===== config.mk =====
export PLATFORM = sky130hd
export DESIGN_NAME = logic_axi4_stream_packetizer_flat
export DESIGN_NICKNAME = d
export VERILOG_FILES = /design/src/rtl/logic_axi4_stream_packetizer_pkg.sv /design/src/rtl/logic_axi4_stream_if.sv /design/src/rtl/logic_axi4_stream_skid.sv /design/src/rtl/logic_axi4_stream_packetizer.sv /design/src/flat_wrapper.sv
export SDC_FILE = /design/constraint.sdc
export NUM_CORES = 1
export LEC_CHECK = 0
export BUFFER_PORTS_ARGS = -buffer_cell sky130_fd_sc_hd__buf_4
export CAP_MARGIN = 20
export CORE_MARGIN = 2
export CORE_UTILIZATION = 65
export CTS_BUF_LIST = sky130_fd_sc_hd__clkbuf_2
export DETAILED_ROUTE_END_ITERATION = 12
export PLACE_DENSITY = 0.95
export SYNTH_ARGS = -nofsm -noshare
export SYNTH_HDL_FRONTEND = slang
export SYNTH_SLANG_ARGS = --single-unit

===== constraint.sdc =====
create_clock -name aclk -period 8.6 [get_ports aclk]
set_input_delay 1.72 -clock aclk [delete_from_list [all_inputs] [get_ports aclk]]
set_output_delay 1.72 -clock aclk [all_outputs]
set_load 0.1 [all_outputs]

===== src/rtl/logic_axi4_stream_packetizer_pkg.sv =====
// Shared types for the AXI4-Stream packetizer: skid-buffer state encoding
// and a helper for sizing optional payload fields.
package logic_axi4_stream_packetizer_pkg;

   typedef enum logic [1:0] {
      EMPTY = 2'd0,
      ONE   = 2'd1,
      FULL  = 2'd2
   } skid_state_e;

   function automatic int field_w(input int en, input int w);
      return (en != 0) ? w : 0;
   endfunction

endpackage


===== src/rtl/logic_axi4_stream_if.sv =====
// AXI4-Stream bundle; modport rx is the sink side, tx the source side.
interface logic_axi4_stream_if #(
   parameter int TDATA_BYTES = 1,
   parameter int TDEST_WIDTH = 1,
   parameter int TUSER_WIDTH = 1,
   parameter int TID_WIDTH   = 1
);
   logic                       tvalid;
   logic                       tready;
   logic [8*TDATA_BYTES-1:0]   tdata;
   logic [TDATA_BYTES-1:0]     tstrb;
   logic [TDATA_BYTES-1:0]     tkeep;
   logic                       tlast;
   logic [TDEST_WIDTH-1:0]     tdest;
   logic [TUSER_WIDTH-1:0]     tuser;
   logic [TID_WIDTH-1:0]       tid;

   modport rx (input tvalid, tdata, tstrb, tkeep, tlast, tdest, tuser, tid, output tready);
   modport tx (output tvalid, tdata, tstrb, tkeep, tlast, tdest, tuser, tid, input tready);
endinterface


===== src/rtl/logic_axi4_stream_skid.sv =====
// Two-entry skid buffer with registered ready; head_q always feeds the output
// so a pushed entry is visible the cycle after acceptance.
module logic_axi4_stream_skid
   import logic_axi4_stream_packetizer_pkg::*;
#(
   parameter int WIDTH = 8
) (
   input  logic             clk_i,
   input  logic             rst_ni,
   input  logic [WIDTH-1:0] push_data_i,
   input  logic             push_valid_i,
   output logic             push_ready_o,
   output logic [WIDTH-1:0] pop_data_o,
   output logic             pop_valid_o,
   input  logic             pop_ready_i
);
   skid_state_e      state_q, state_d;
   logic             ready_q, ready_d;
   logic [WIDTH-1:0] head_q, head_d;
   logic [WIDTH-1:0] spare_q, spare_d;
   logic             push, pop;

   assign push         = push_valid_i & ready_q;
   assign pop          = pop_valid_o & pop_ready_i;
   assign push_ready_o = ready_q;
   assign pop_valid_o  = (state_q != EMPTY);
   assign pop_data_o   = head_q;

   always_comb begin
      state_d = state_q;
      head_d  = head_q;
      spare_d = spare_q;
      unique case (state_q)
         EMPTY: begin
            if (push) begin
               head_d  = push_data_i;
               state_d = ONE;
            end
         end
         ONE: begin
            if (push && pop) begin
               head_d = push_data_i;
            end else if (push) begin
               spare_d = push_data_i;
               state_d = FULL;
            end else if (pop) begin
               state_d = EMPTY;
            end
         end
         FULL: begin
            // ready is low here, so only a pop can occur
            if (pop) begin
               head_d  = spare_q;
               state_d = ONE;
            end
         end
         default: state_d = EMPTY;
      endcase
      ready_d = (state_d != FULL);
   end

   always_ff @(posedge clk_i or negedge rst_ni) begin
      if (!rst_ni) begin
         state_q <= EMPTY;
         ready_q <= 1'b0;
      end else begin
         state_q <= state_d;
         ready_q <= ready_d;
      end
   end

   always_ff @(posedge clk_i) begin
      head_q  <= head_d;
      spare_q <= spare_d;
   end

endmodule


===== src/rtl/logic_axi4_stream_packetizer.sv =====
// Forwards an AXI4-Stream through a skid buffer, inserting tlast every
// `length` beats (length sampled at each packet's first beat).
module logic_axi4_stream_packetizer
   import logic_axi4_stream_packetizer_pkg::*;
#(
   parameter int TDATA_BYTES  = 1,
   parameter int TDEST_WIDTH  = 1,
   parameter int TUSER_WIDTH  = 1,
   parameter int TID_WIDTH    = 1,
   parameter int USE_TLAST    = 1,
   parameter int USE_TKEEP    = 1,
   parameter int USE_TSTRB    = 1,
   parameter int LENGTH_WIDTH = 16
) (
   input  logic                    aclk,
   input  logic                    areset_n,
   input  logic [LENGTH_WIDTH-1:0] length,
   logic_axi4_stream_if.rx         rx,
   logic_axi4_stream_if.tx         tx
);
   localparam int DATA_W = 8 * TDATA_BYTES;
   localparam int STRB_W = field_w(USE_TSTRB, TDATA_BYTES);
   localparam int KEEP_W = field_w(USE_TKEEP, TDATA_BYTES);
   localparam int O_STRB = DATA_W;
   localparam int O_KEEP = O_STRB + STRB_W;
   localparam int O_LAST = O_KEEP + KEEP_W;
   localparam int O_DEST = O_LAST + 1;
   localparam int O_USER = O_DEST + TDEST_WIDTH;
   localparam int O_ID   = O_USER + TUSER_WIDTH;
   localparam int WIDTH  = O_ID + TID_WIDTH;

   logic [LENGTH_WIDTH-1:0] cnt_q, cnt_d;
   logic [LENGTH_WIDTH-1:0] len_q, len_d;
   logic [LENGTH_WIDTH-1:0] len_eff;
   logic                    accept, first_beat, last_beat;
   wire  [WIDTH-1:0]        push_data;
   wire  [WIDTH-1:0]        pop_data;

   assign accept     = rx.tvalid & rx.tready;
   assign first_beat = (cnt_q == '0);
   // the first beat must see the live length, not the stale latch
   assign len_eff    = first_beat ? length : len_q;
   assign last_beat  = (cnt_q == len_eff - LENGTH_WIDTH'(1)) || ((USE_TLAST != 0) && rx.tlast);

   always_comb begin
      cnt_d = cnt_q;
      len_d = len_q;
      if (accept) begin
         if (first_beat) len_d = length;
         cnt_d = last_beat ? '0 : cnt_q + LENGTH_WIDTH'(1);
      end
   end

   always_ff @(posedge aclk or negedge areset_n) begin
      if (!areset_n) begin
         cnt_q <= '0;
         len_q <= '0;
      end else begin
         cnt_q <= cnt_d;
         len_q <= len_d;
      end
   end

   assign push_data[DATA_W-1:0]                = rx.tdata;
   assign push_data[O_LAST]                    = last_beat;
   assign push_data[O_DEST +: TDEST_WIDTH]     = rx.tdest;
   assign push_data[O_USER +: TUSER_WIDTH]     = rx.tuser;
   assign push_data[O_ID +: TID_WIDTH]         = rx.tid;
   assign tx.tdata                             = pop_data[DATA_W-1:0];
   assign tx.tlast                             = pop_data[O_LAST];
   assign tx.tdest                             = pop_data[O_DEST +: TDEST_WIDTH];
   assign tx.tuser                             = pop_data[O_USER +: TUSER_WIDTH];
   assign tx.tid                               = pop_data[O_ID +: TID_WIDTH];

   generate
      if (USE_TSTRB != 0) begin : g_strb
         assign push_data[O_STRB +: TDATA_BYTES] = rx.tstrb;
         assign tx.tstrb                         = pop_data[O_STRB +: TDATA_BYTES];
      end else begin : g_no_strb
         assign tx.tstrb = '1;
      end
      if (USE_TKEEP != 0) begin : g_keep
         assign push_data[O_KEEP +: TDATA_BYTES] = rx.tkeep;
         assign tx.tkeep                         = pop_data[O_KEEP +: TDATA_BYTES];
      end else begin : g_no_keep
         assign tx.tkeep = '1;
      end
   endgenerate

   logic_axi4_stream_skid #(.WIDTH(WIDTH)) u_skid (
      .clk_i        (aclk),
      .rst_ni       (areset_n),
      .push_data_i  (push_data),
      .push_valid_i (rx.tvalid),
      .push_ready_o (rx.tready),
      .pop_data_o   (pop_data),
      .pop_valid_o  (tx.tvalid),
      .pop_ready_i  (tx.tready)
   );

endmodule


===== src/flat_wrapper.sv =====
// flat-port wrapper written by rule: the top's interface ports become plain ports
module logic_axi4_stream_packetizer_flat import logic_axi4_stream_packetizer_pkg::*;
#(
   parameter int TDATA_BYTES  = 1,
   parameter int TDEST_WIDTH  = 1,
   parameter int TUSER_WIDTH  = 1,
   parameter int TID_WIDTH    = 1,
   parameter int USE_TLAST    = 1,
   parameter int USE_TKEEP    = 1,
   parameter int USE_TSTRB    = 1,
   parameter int LENGTH_WIDTH = 16
)
  (aclk, areset_n, length, rx_tvalid, rx_tdata, rx_tstrb, rx_tkeep, rx_tlast, rx_tdest, rx_tuser, rx_tid, rx_tready, tx_tvalid, tx_tdata, tx_tstrb, tx_tkeep, tx_tlast, tx_tdest, tx_tuser, tx_tid, tx_tready);
  logic_axi4_stream_if #(.TDATA_BYTES(TDATA_BYTES), .TDEST_WIDTH(TDEST_WIDTH), .TUSER_WIDTH(TUSER_WIDTH), .TID_WIDTH(TID_WIDTH)) rx_i ();
  logic_axi4_stream_if #(.TDATA_BYTES(TDATA_BYTES), .TDEST_WIDTH(TDEST_WIDTH), .TUSER_WIDTH(TUSER_WIDTH), .TID_WIDTH(TID_WIDTH)) tx_i ();
  input  logic aclk;
  input  logic areset_n;
  input  logic [LENGTH_WIDTH-1:0] length;
  input wire logic [$bits(rx_i.tvalid)-1:0] rx_tvalid;
  input wire logic [$bits(rx_i.tdata)-1:0] rx_tdata;
  input wire logic [$bits(rx_i.tstrb)-1:0] rx_tstrb;
  input wire logic [$bits(rx_i.tkeep)-1:0] rx_tkeep;
  input wire logic [$bits(rx_i.tlast)-1:0] rx_tlast;
  input wire logic [$bits(rx_i.tdest)-1:0] rx_tdest;
  input wire logic [$bits(rx_i.tuser)-1:0] rx_tuser;
  input wire logic [$bits(rx_i.tid)-1:0] rx_tid;
  output wire logic [$bits(rx_i.tready)-1:0] rx_tready;
  output wire logic [$bits(tx_i.tvalid)-1:0] tx_tvalid;
  output wire logic [$bits(tx_i.tdata)-1:0] tx_tdata;
  output wire logic [$bits(tx_i.tstrb)-1:0] tx_tstrb;
  output wire logic [$bits(tx_i.tkeep)-1:0] tx_tkeep;
  output wire logic [$bits(tx_i.tlast)-1:0] tx_tlast;
  output wire logic [$bits(tx_i.tdest)-1:0] tx_tdest;
  output wire logic [$bits(tx_i.tuser)-1:0] tx_tuser;
  output wire logic [$bits(tx_i.tid)-1:0] tx_tid;
  input wire logic [$bits(tx_i.tready)-1:0] tx_tready;
  assign rx_i.tvalid = rx_tvalid;
  assign rx_i.tdata = rx_tdata;
  assign rx_i.tstrb = rx_tstrb;
  assign rx_i.tkeep = rx_tkeep;
  assign rx_i.tlast = rx_tlast;
  assign rx_i.tdest = rx_tdest;
  assign rx_i.tuser = rx_tuser;
  assign rx_i.tid = rx_tid;
  assign rx_tready = rx_i.tready;
  assign tx_tvalid = tx_i.tvalid;
  assign tx_tdata = tx_i.tdata;
  assign tx_tstrb = tx_i.tstrb;
  assign tx_tkeep = tx_i.tkeep;
  assign tx_tlast = tx_i.tlast;
  assign tx_tdest = tx_i.tdest;
  assign tx_tuser = tx_i.tuser;
  assign tx_tid = tx_i.tid;
  assign tx_i.tready = tx_tready;
  logic_axi4_stream_packetizer #(.TDATA_BYTES(TDATA_BYTES), .TDEST_WIDTH(TDEST_WIDTH), .TUSER_WIDTH(TUSER_WIDTH), .TID_WIDTH(TID_WIDTH), .USE_TLAST(USE_TLAST), .USE_TKEEP(USE_TKEEP), .USE_TSTRB(USE_TSTRB), .LENGTH_WIDTH(LENGTH_WIDTH)) u_core (.aclk(aclk), .areset_n(areset_n), .length(length), .rx(rx_i), .tx(tx_i));
endmodule

* After elaboration in Yosys (flattened, before gate mapping)
Cells that the tools add are included.
Widths: inputs -> output; s select.
** Word-level totals
- Bits in registers :: 63
- Bits of input ports :: 34
- Output and inout bits :: 16
- Logic and storage cells :: 38
** Cells by class
- Add/subtract/negate cells :: 2
- Eq/ne operators :: 7
- Mux-type cells :: 12
- Bitwise gates (word level) :: 3
- Reduce and logical (&&, ||, !) cells :: 8
** Operator list (count)
- $mux 14 :: 3
- $pmux 14 s3 :: 1
- $mux 16 :: 2
- $add 16x1->16 const B :: 1
- $eq 16x16->1 :: 1
- $logic_not 16->1 :: 1
- $sub 16x1->16 const B :: 1
- $mux 2 :: 5
- $ne 2x2->1 const B :: 4
- $pmux 2 s3 :: 1
- $reduce_and 4->1 :: 1
- $reduce_and 3->1 :: 1
- $reduce_bool 3->1 :: 1
- $and 1x1->1 :: 2
- $eq 2x1->1 const B :: 1
- $eq 2x2->1 const B :: 1
- $logic_not 2->1 :: 1
- $reduce_bool 2->1 :: 1
- $logic_and 1x1->1 :: 1
- $logic_or 1x1->1 :: 1
- $not 1->1 :: 1

* Depth between registers and ports, before layout
Gate-level depths: netlist (run 1).
- Depth in word-level cells :: 7
- Mapped depth :: 18
- Gate-level depth less buffers :: 15

* By module
A second synthesis (run 1) with hierarchy kept.
** Second synthesis, totals
- Cell total of the unflattened synthesis :: 398
- Area, all modules :: 3900.0 um^2
** Modules (own cells, without submodules)
- logic_axi4_stream_packetizer :: times used 1, cells each 307, area an instance 2702.6 um^2, seq. area each 800.8 um^2
- logic_axi4_stream_skid :: times used 1, cells each 91, area an instance 1197.4 um^2, seq. area each 915.9 um^2

* Worst setup path before layout (run 1)
No wires, ideal clock.
- Path type :: input to register
- Start :: input length[0]
- End :: register u_core.cnt_q[11]
- Library setup time :: 0.119 ns
- Data arrival time :: 4.273 ns
- Data required time :: 8.481 ns
- Path slack :: 4.208 ns
- Stages :: 12
- Path buffers :: 1
- Path through :: mux2i_1 > ha_1 > nor3b_2 > nand2_1 > xnor2_1 > mux4_2 > mux2i_1 > o21ai_1 > o41ai_4 > and2_4 > buf_12 > nor2_2
** On the way
- Cells in the longest elaborated chain, start to end :: 5
** RTL lines
- start: declaration :: RTL line flat_wrapper.sv:18 : input logic [LENGTH_WIDTH-1:0] length;
- $mux 16 :: RTL line logic_axi4_stream_packetizer.sv:42 : assign len_eff = first_beat ? length : len_q;
- $sub 16x1->16 :: RTL line logic_axi4_stream_packetizer.sv:43 : assign last_beat = (cnt_q == len_eff - LENGTH_WIDTH'(1)) || ((USE_TLAST != 0) && rx.tlast);
- $eq 16x16->1 :: RTL line logic_axi4_stream_packetizer.sv:43
- $logic_or 1x1->1 :: RTL line logic_axi4_stream_packetizer.sv:43
- via u_core.last_beat :: RTL line logic_axi4_stream_packetizer.sv:35 : logic accept, first_beat, last_beat;
- $mux 16 :: RTL line logic_axi4_stream_packetizer.sv:50 : cnt_d = last_beat ? '0 : cnt_q + LENGTH_WIDTH'(1);
- end signal: assignment :: RTL line logic_axi4_stream_packetizer.sv:59 : cnt_q <= cnt_d;
- end: declaration :: RTL line logic_axi4_stream_packetizer.sv:32 : logic [LENGTH_WIDTH-1:0] cnt_q, cnt_d;
The timed path passes the listed nets, and every way through them passes these cells.
A chain may end at the register's enable or synchronous reset.

* Worst setup path in the final report (run 1)
- Start :: register u_core.cnt_q[1]
- End :: register u_core.cnt_q[13]
** On the way
- Cells in the longest elaborated chain, start to end :: 6
- Elaborated cells on any way between the ends :: 7
- Those cells by class :: 2 x add/sub; 1 x eq/ne; 2 x mux; 2 x reduce/logical
** RTL lines
- $logic_not 16->1 :: RTL line logic_axi4_stream_packetizer.sv:40 : assign first_beat = (cnt_q == '0);
- $mux 16 :: RTL line logic_axi4_stream_packetizer.sv:42
- $sub 16x1->16 :: RTL line logic_axi4_stream_packetizer.sv:43
- $eq 16x16->1 * :: RTL line logic_axi4_stream_packetizer.sv:43
- $logic_or 1x1->1 * :: RTL line logic_axi4_stream_packetizer.sv:43
- via u_core.last_beat :: RTL line logic_axi4_stream_packetizer.sv:35
- $mux 16 * :: RTL line logic_axi4_stream_packetizer.sv:50
Mark *: on every way through the listed nets, which the timed path passes. The rest lies on a longest branch.

==> impl_metrics.yaml, run 1 <==
floorplanning:
  core_area_mm2: 0.005851
  die_h_um: 81.52
  rows: 28
  ios: 50
  dieWidth_um: 81.52
  die_area_mm2: 0.006646
  start_util: 0.6677
cells_and_area:
  syn2layout_area_growth_pct: 12.78
  multi_input_area_mm2: 0.002016
  fillers: 374
  diodes: 0
  drive_above_1_share: 0.2517
  layout.area.seq_mm2: 0.001717
  stdcell_count: 512
  fin_nets: 469
yosys:
  synth_top_area_cell: "dfrtp_1"
  ys.flop_type: "dfrtp_1"
  synth_fa_ha_area_frac: 0.009609
  synth_compound_area_frac: 0.07816
  yosys.area_share.simple: 0.2575
  synth_top_area_share: 0.2242
  synth_xor_area_frac: 0.08264
  synth_edf_count: 28
  syn_area_per_cell_um2: 10.07
  synth_area_mm2: 0.003906
  synth_nets: 425
  ys_types: 59
  seq_area_frac_synth: 0.4395
  yosysWarnings: 0
  synth_area_leaders: "dfrtp_1, edfxtp_1, nand2_1, xnor2_1, mux2i_1"
  muxShareOfSynthArea: 0.08680
  ys_ff_latch: 63
  async_reset_ff_frac: 0.5556
  synth_common_cells: "nand2_1, dfrtp_1, edfxtp_1"
  synth_most_common_cell: "nand2_1"
  synth_cells: 388
  synth_top_family_by_area: "simple AND/OR/NAND/NOR gates"
clock_tree:
  root_buffer: "clkbuf_2"
  htree_levels: 3
  postCtsSetupRepairBufs: 0
  cts.sinks: 63
  clock_latency_ns: 0.53
  ctsHoldBuffers: 0
  cts_resized: 0
  cts_buffers: 9
  cts.clk_slew.worst_paths_ns: 0.18
  cts_tree: "built"
  clock_path_buffers: 2
sta:
  min_period_ns: 5.124
  drv_slew: 0
  rsz0062_at_grt: "no"
  hold_violations: 0
  finalSetupViolCount: 0
  finalCritPeriodShare: 0.5958
  fin_setup_tns_ns: 0
  worst_pin_slew_ns: 0.9708
  fin_ws_ns: 3.476
  skew_ns: 0.03003
  fmax_ghz: 0.1952
  relSlewSlack: 0.3515
  hold_ws_ns: 0.5444
power:
  peakVddDrop_v: 0.0002114
  p_leak_nw: 1.834
  p_per_area_mw_per_mm2: 297.2
global_routing:
  grt.overflow.total: 0
  grt_usage: 0.2884
  grt_pass1_vias: 3026
  grt_start_max_net_pins: 36
  grt_pass1_wl_um: 14410
  antenna_found_initial: 0
critical_path:
  worstPathArrival_ns: 5.54
  worst_setup_path_start_kind: "register"
  required_ns: 9.01
  cp_max_fo: 16
  critPathCaptureType: "register"
  worstSetupPathType: "register to register"
place:
  place_congestion: 0.9601
  pre_cts_slack_ns: 3.550
  detailed_place_hpwl_um: 6618
  place_inst: 495
  io_buffer_count: 49
route:
  postRouteAntennaNets: 0
  wl_per_cell_um: 17.64
  totalWireLength_um: 9033
  via_per_inst: 6.113
  first_iter_violations: 361
  drc: 0
  vias: 3130
  first_pass_iters: 5
run_status:
  status: "finished clean"
worst_hold_path:
  hold_path_class: "register to register"
run:
  drv_cap: 0
## through the flow
step	total power, mW	util	instance area, um2
6_report	1.309	0.7530	4405
5_1_grt	1.375	0.7530	4405
4_1_cts	1.300	0.7511	4394
3_5_place_dp	1.087	0.7271	4254
3_3_place_gp	1.057	0.7271	4254
2_1_floorplan	0.9688	-	3906
## cell usage in the layout, fill, tap and decap left out, types with 12 or more instances in the layout
master and instances:
nor3_1 15, nand2_1 69, mux2i_1 17, mux2_2 13, xnor2_1 24, buf_4 51, edfxtp_1 28, inv_1 12
nor2_1 26, dfrtp_1 35
## where the power goes
part           switching (mW)  leakage (nW)  total, mW  internal, mW
logic                   0.388          1.05      0.624         0.237
clock network           0.119        0.0722      0.215        0.0958
registers              0.0822         0.707      0.470         0.388
total                   0.589          1.83       1.31         0.721
## layer usage
layer / up-vias / global-route usage / share of wire
met4: 0 / 0.1051 / 0.018
met1: 1505 / 0.3731 / 0.41
met3: 24 / 0.05495 / 0.071
li1: 1471 / - / -
met5: - / 0 / 0
met2: 130 / 0.4836 / 0.50
## critical path, cell delays in order, from the launching register on
cell,delay (ns)
dfrtp_1,0.46
inv_1,0.12
ha_1,0.16
nor4b_4,0.35
and4_1,0.76
mux2i_1,0.41
ha_1,0.25
nor3b_2,0.43
nand2_1,0.19
xnor2_1,0.17
mux4_2,0.46
mux2i_1,0.15
o21ai_1,0.12
o41ai_4,0.56
and2_4,0.36
nor2_2,0.06
## state kept, by name, indices dropped and copies added, names as in the netlist
register / flops
u_core.u_skid.push_ready_o: 1
u_core.len_q: 16
u_core.u_skid.spare_q: 14
u_core.u_skid.pop_data_o: 14
u_core.cnt_q: 16
u_core.u_skid.state_q: 2
## worst paths after layout
kind | from | to | slack, ns | cells past startpoint
worst max register to register | u_core.cnt_q[1]$_DFFE_PN0P_ | u_core.cnt_q[13]$_DFFE_PN0P_ | 3.48 | 15
worst min register to register | u_core.u_skid.spare_q[13]$_DFFE_PP_ | u_core.u_skid.pop_data_o[13]$_DFFE_PP_ | 0.54 | 2
worst max-delay path | u_core.cnt_q[1]$_DFFE_PN0P_ | u_core.cnt_q[13]$_DFFE_PN0P_ | 3.48 | 15
min in group asynchronous | areset_n | u_core.len_q[0]$_DFFE_PN0P_ | 1.11 | 1
worst min-delay path | u_core.u_skid.spare_q[13]$_DFFE_PP_ | u_core.u_skid.pop_data_o[13]$_DFFE_PP_ | 0.54 | 2
max in group asynchronous | areset_n | u_core.cnt_q[2]$_DFFE_PN0P_ | 7.14 | 1
## area by class of cell
cell class	count	share of cell area
multi-input cells	294	0.4575
clock buffers	9	0.01022
repair buffers	52	0.08946
clock inverters	7	0.02158
well taps	75	0.02130
inverters	12	0.01022
flip-flops and latches	63	0.3897
## logic make-up (layout without fill, tap and decap cells)
kind of cell             after synthesis  after routing
AND/OR/NAND/NOR                      182            182
flip-flops                            63             63
AO/OA/AOI/OAI                         42             42
XOR/XNOR                              36             36
multiplexers                          31             31
buffers and inverters                 31             80
adder cells (fa/ha/maj)                3              3
Power figures use the tool's default switching activity.
==> inputs of run 2 (changes only) <==
- CORE_UTILIZATION: 65 -> 60
- PLACE_DENSITY: 0.95 -> 0.89
- clock period: 8.6 -> 4.95 ns (I/O delays scaled with it)
==> run 2 against run 1 <==
Clock skew fell by 0.0046 ns. Core utilization decreased by 6.4 points. Setup slack got worse by 3.1 ns. Final area decreased by 1.2%. Sequential share of layout area is 0.48 points higher. Combinational power increased by 73%. Global-route usage is 3.4 points lower. Worst hold slack lost 0.15 ns. Critical path depth stayed put. Via count up 0.45%.
==> impl_metrics.yaml, run 2 (synthesis gave the netlist of run 1 again) <==
sta:
  finalCritPeriodShare: 0.9266
  fmax_ghz: 0.2180
  hold_violations: 0
  rsz0062_at_grt: "no"
  relSlewSlack: 0.2649
  finalSetupViolCount: 0
  skew_ns: 0.02541
  worst_pin_slew_ns: 1.097
  min_period_ns: 4.586
  fin_setup_tns_ns: 0
  drv_slew: 0
  fin_ws_ns: 0.3635
critical_path:
  worstSetupPathType: "register to register"
  r2r_slack_ns: 0.36
  critPathCaptureType: "register"
  critPathBufInv: 1
  cp_max_fo: 12
  crit_chain: "inv_1 > ha_1 > nor4b_4 > and4_1 > mux2i_1 > ha_1 > nor3b_2 > nand4b_1 > a21boi_0 > mux4_2 > mux2i_1 > o21ai_1 > o41ai_4 > and2_4 > nor2_2"
  cp.depth: 15
  reg2reg_depth: 15
  crit_slowest_cell: "o41ai_4"
  required_ns: 5.34
  worstPathArrival_ns: 4.98
  critPathTopFamily: "simple AND/OR/NAND/NOR gates"
  critPathMaxStageDelay_ns: 0.52
  worst_setup_path_start_kind: "register"
  r2r-start: "u_core.cnt_q[0]$_DFFE_PN0P_"
  reg2reg_to: "u_core.cnt_q[11]$_DFFE_PN0P_"
clock_tree:
  cts_tree: "built"
  clock_latency_ns: 0.51
  cts_resized: 0
  clock_path_buffers: 2
  root_buffer: "clkbuf_2"
  cts_buffers: 9
  cts.sinks: 63
  postCtsSetupRepairBufs: 0
  cts.clk_slew.worst_paths_ns: 0.18
  htree_levels: 3
  ctsHoldBuffers: 0
global_routing:
  antenna_found_initial: 0
  grt_usage: 0.2549
  met3_usage: 0.06883
  grt_start_max_net_pins: 36
  grt_pass1_wl_um: 14260
  use_met1: 0.3183
  grt.overflow.total: 0
  grt_pass1_vias: 3045
  met2_usage: 0.4087
  busiest_layer: "met2"
power:
  p_per_area_mw_per_mm2: 496.5
  clkPwrFrac: 0.120
  seq_power_share: 0.378
  intPower_mw: 1.155
  p_leak_nw: 1.816
  peakVddDrop_v: 0.0003081
  p_comb_frac: 0.502
  switching_power_mw: 1.005
  power_switching_share: 0.4654
place:
  postPlaceCellArea_mm2: 0.004257
  pre_cts_slack_ns: 0.4311
  place_congestion: 0.9611
  detailed_place_hpwl_um: 6386
  place_inst: 497
  io_buffer_count: 49
route:
  wl_per_cell_um: 17.27
  via_per_inst: 6.117
  totalWireLength_um: 8879
  first_iter_violations: 334
  first_pass_iters: 5
  vias: 3144
  postRouteAntennaNets: 0
  drc: 0
cells_and_area:
  fin_area_mm2: 0.004352
  layout_commonest_cell: "nand2_1"
  drive_above_1_share: 0.2517
  multi_input_area_mm2: 0.002016
  fillers: 493
  top_regs: "u_core.cnt_q x16, u_core.len_q x16"
  layout.area.seq_mm2: 0.001717
  syn2layout_area_growth_pct: 11.40
  stdcell_count: 514
  diodes: 0
  final_cell_mix: "nand2_1, buf_4, dfrtp_1"
  fin_nets: 469
run:
  drv_cap: 0
floorplanning:
  dieWidth_um: 84.69
  ios: 50
  die_area_mm2: 0.007172
  start_util: 0.6187
  core_area_mm2: 0.006314
  rows: 29
  die_h_um: 84.69
run_status:
  status: "finished clean"
worst_hold_path:
  hold_path_class: "primary input to async pin"
-- run 2: how the worst max path moves through the flow --
| stage | start | end |
|---|---|---|
| floorplan | u_core.cnt_q[0]$_DFFE_PN0P_ | u_core.cnt_q[11]$_DFFE_PN0P_ |
| global route | u_core.cnt_q[0]$_DFFE_PN0P_ | u_core.cnt_q[4]$_DFFE_PN0P_ |
| CTS | u_core.cnt_q[0]$_DFFE_PN0P_ | u_core.cnt_q[11]$_DFFE_PN0P_ |
| global placement | u_core.cnt_q[0]$_DFFE_PN0P_ | u_core.cnt_q[4]$_DFFE_PN0P_ |
| detailed placement | u_core.cnt_q[0]$_DFFE_PN0P_ | u_core.cnt_q[4]$_DFFE_PN0P_ |
| finish | u_core.cnt_q[0]$_DFFE_PN0P_ | u_core.cnt_q[11]$_DFFE_PN0P_ |
-- run 2: final cells by class --
class | instances | share of cell area
Clock inverter | 6 | 0.008626
Multi-Input combinational cell | 294 | 0.4632
Inverter | 12 | 0.01035
Timing Repair Buffer | 52 | 0.08971
Sequential cell | 63 | 0.3945
Clock buffer | 10 | 0.01150
Tap cell | 77 | 0.02214
-- run 2: per-stage QoR --
| step | hold WS [ns] | utilization | power, mW |
|---|---|---|---|
| 5_1_grt | 0.4142 | 0.6893 | 2.269 |
| 3_3_place_gp | 0.4894 | 0.6742 | 1.847 |
| 2_1_floorplan | 0.4836 | - | 1.683 |
| 3_5_place_dp | 0.4999 | 0.6742 | 1.888 |
| 4_1_cts | 0.3913 | 0.6881 | 2.147 |
| 6_report | 0.3975 | 0.6893 | 2.161 |
-- run 2: power groups by stage --
stage	combinational (mW)	sequential, mW	clock [mW]
floorplan	0.724	0.959	0
global placement	1.03	0.814	0
detailed placement	1.06	0.824	0
CTS	1.07	0.811	0.265
global route	1.15	0.834	0.281
finish	1.08	0.817	0.258
-- run 2: layer usage --
| layer | share of wire | up-vias |
|---|---|---|
| li1 | - | 1472 |
| met1 | 0.41 | 1478 |
| met2 | 0.49 | 162 |
| met3 | 0.077 | 32 |
| met4 | 0.025 | 0 |
| met5 | 0 | - |
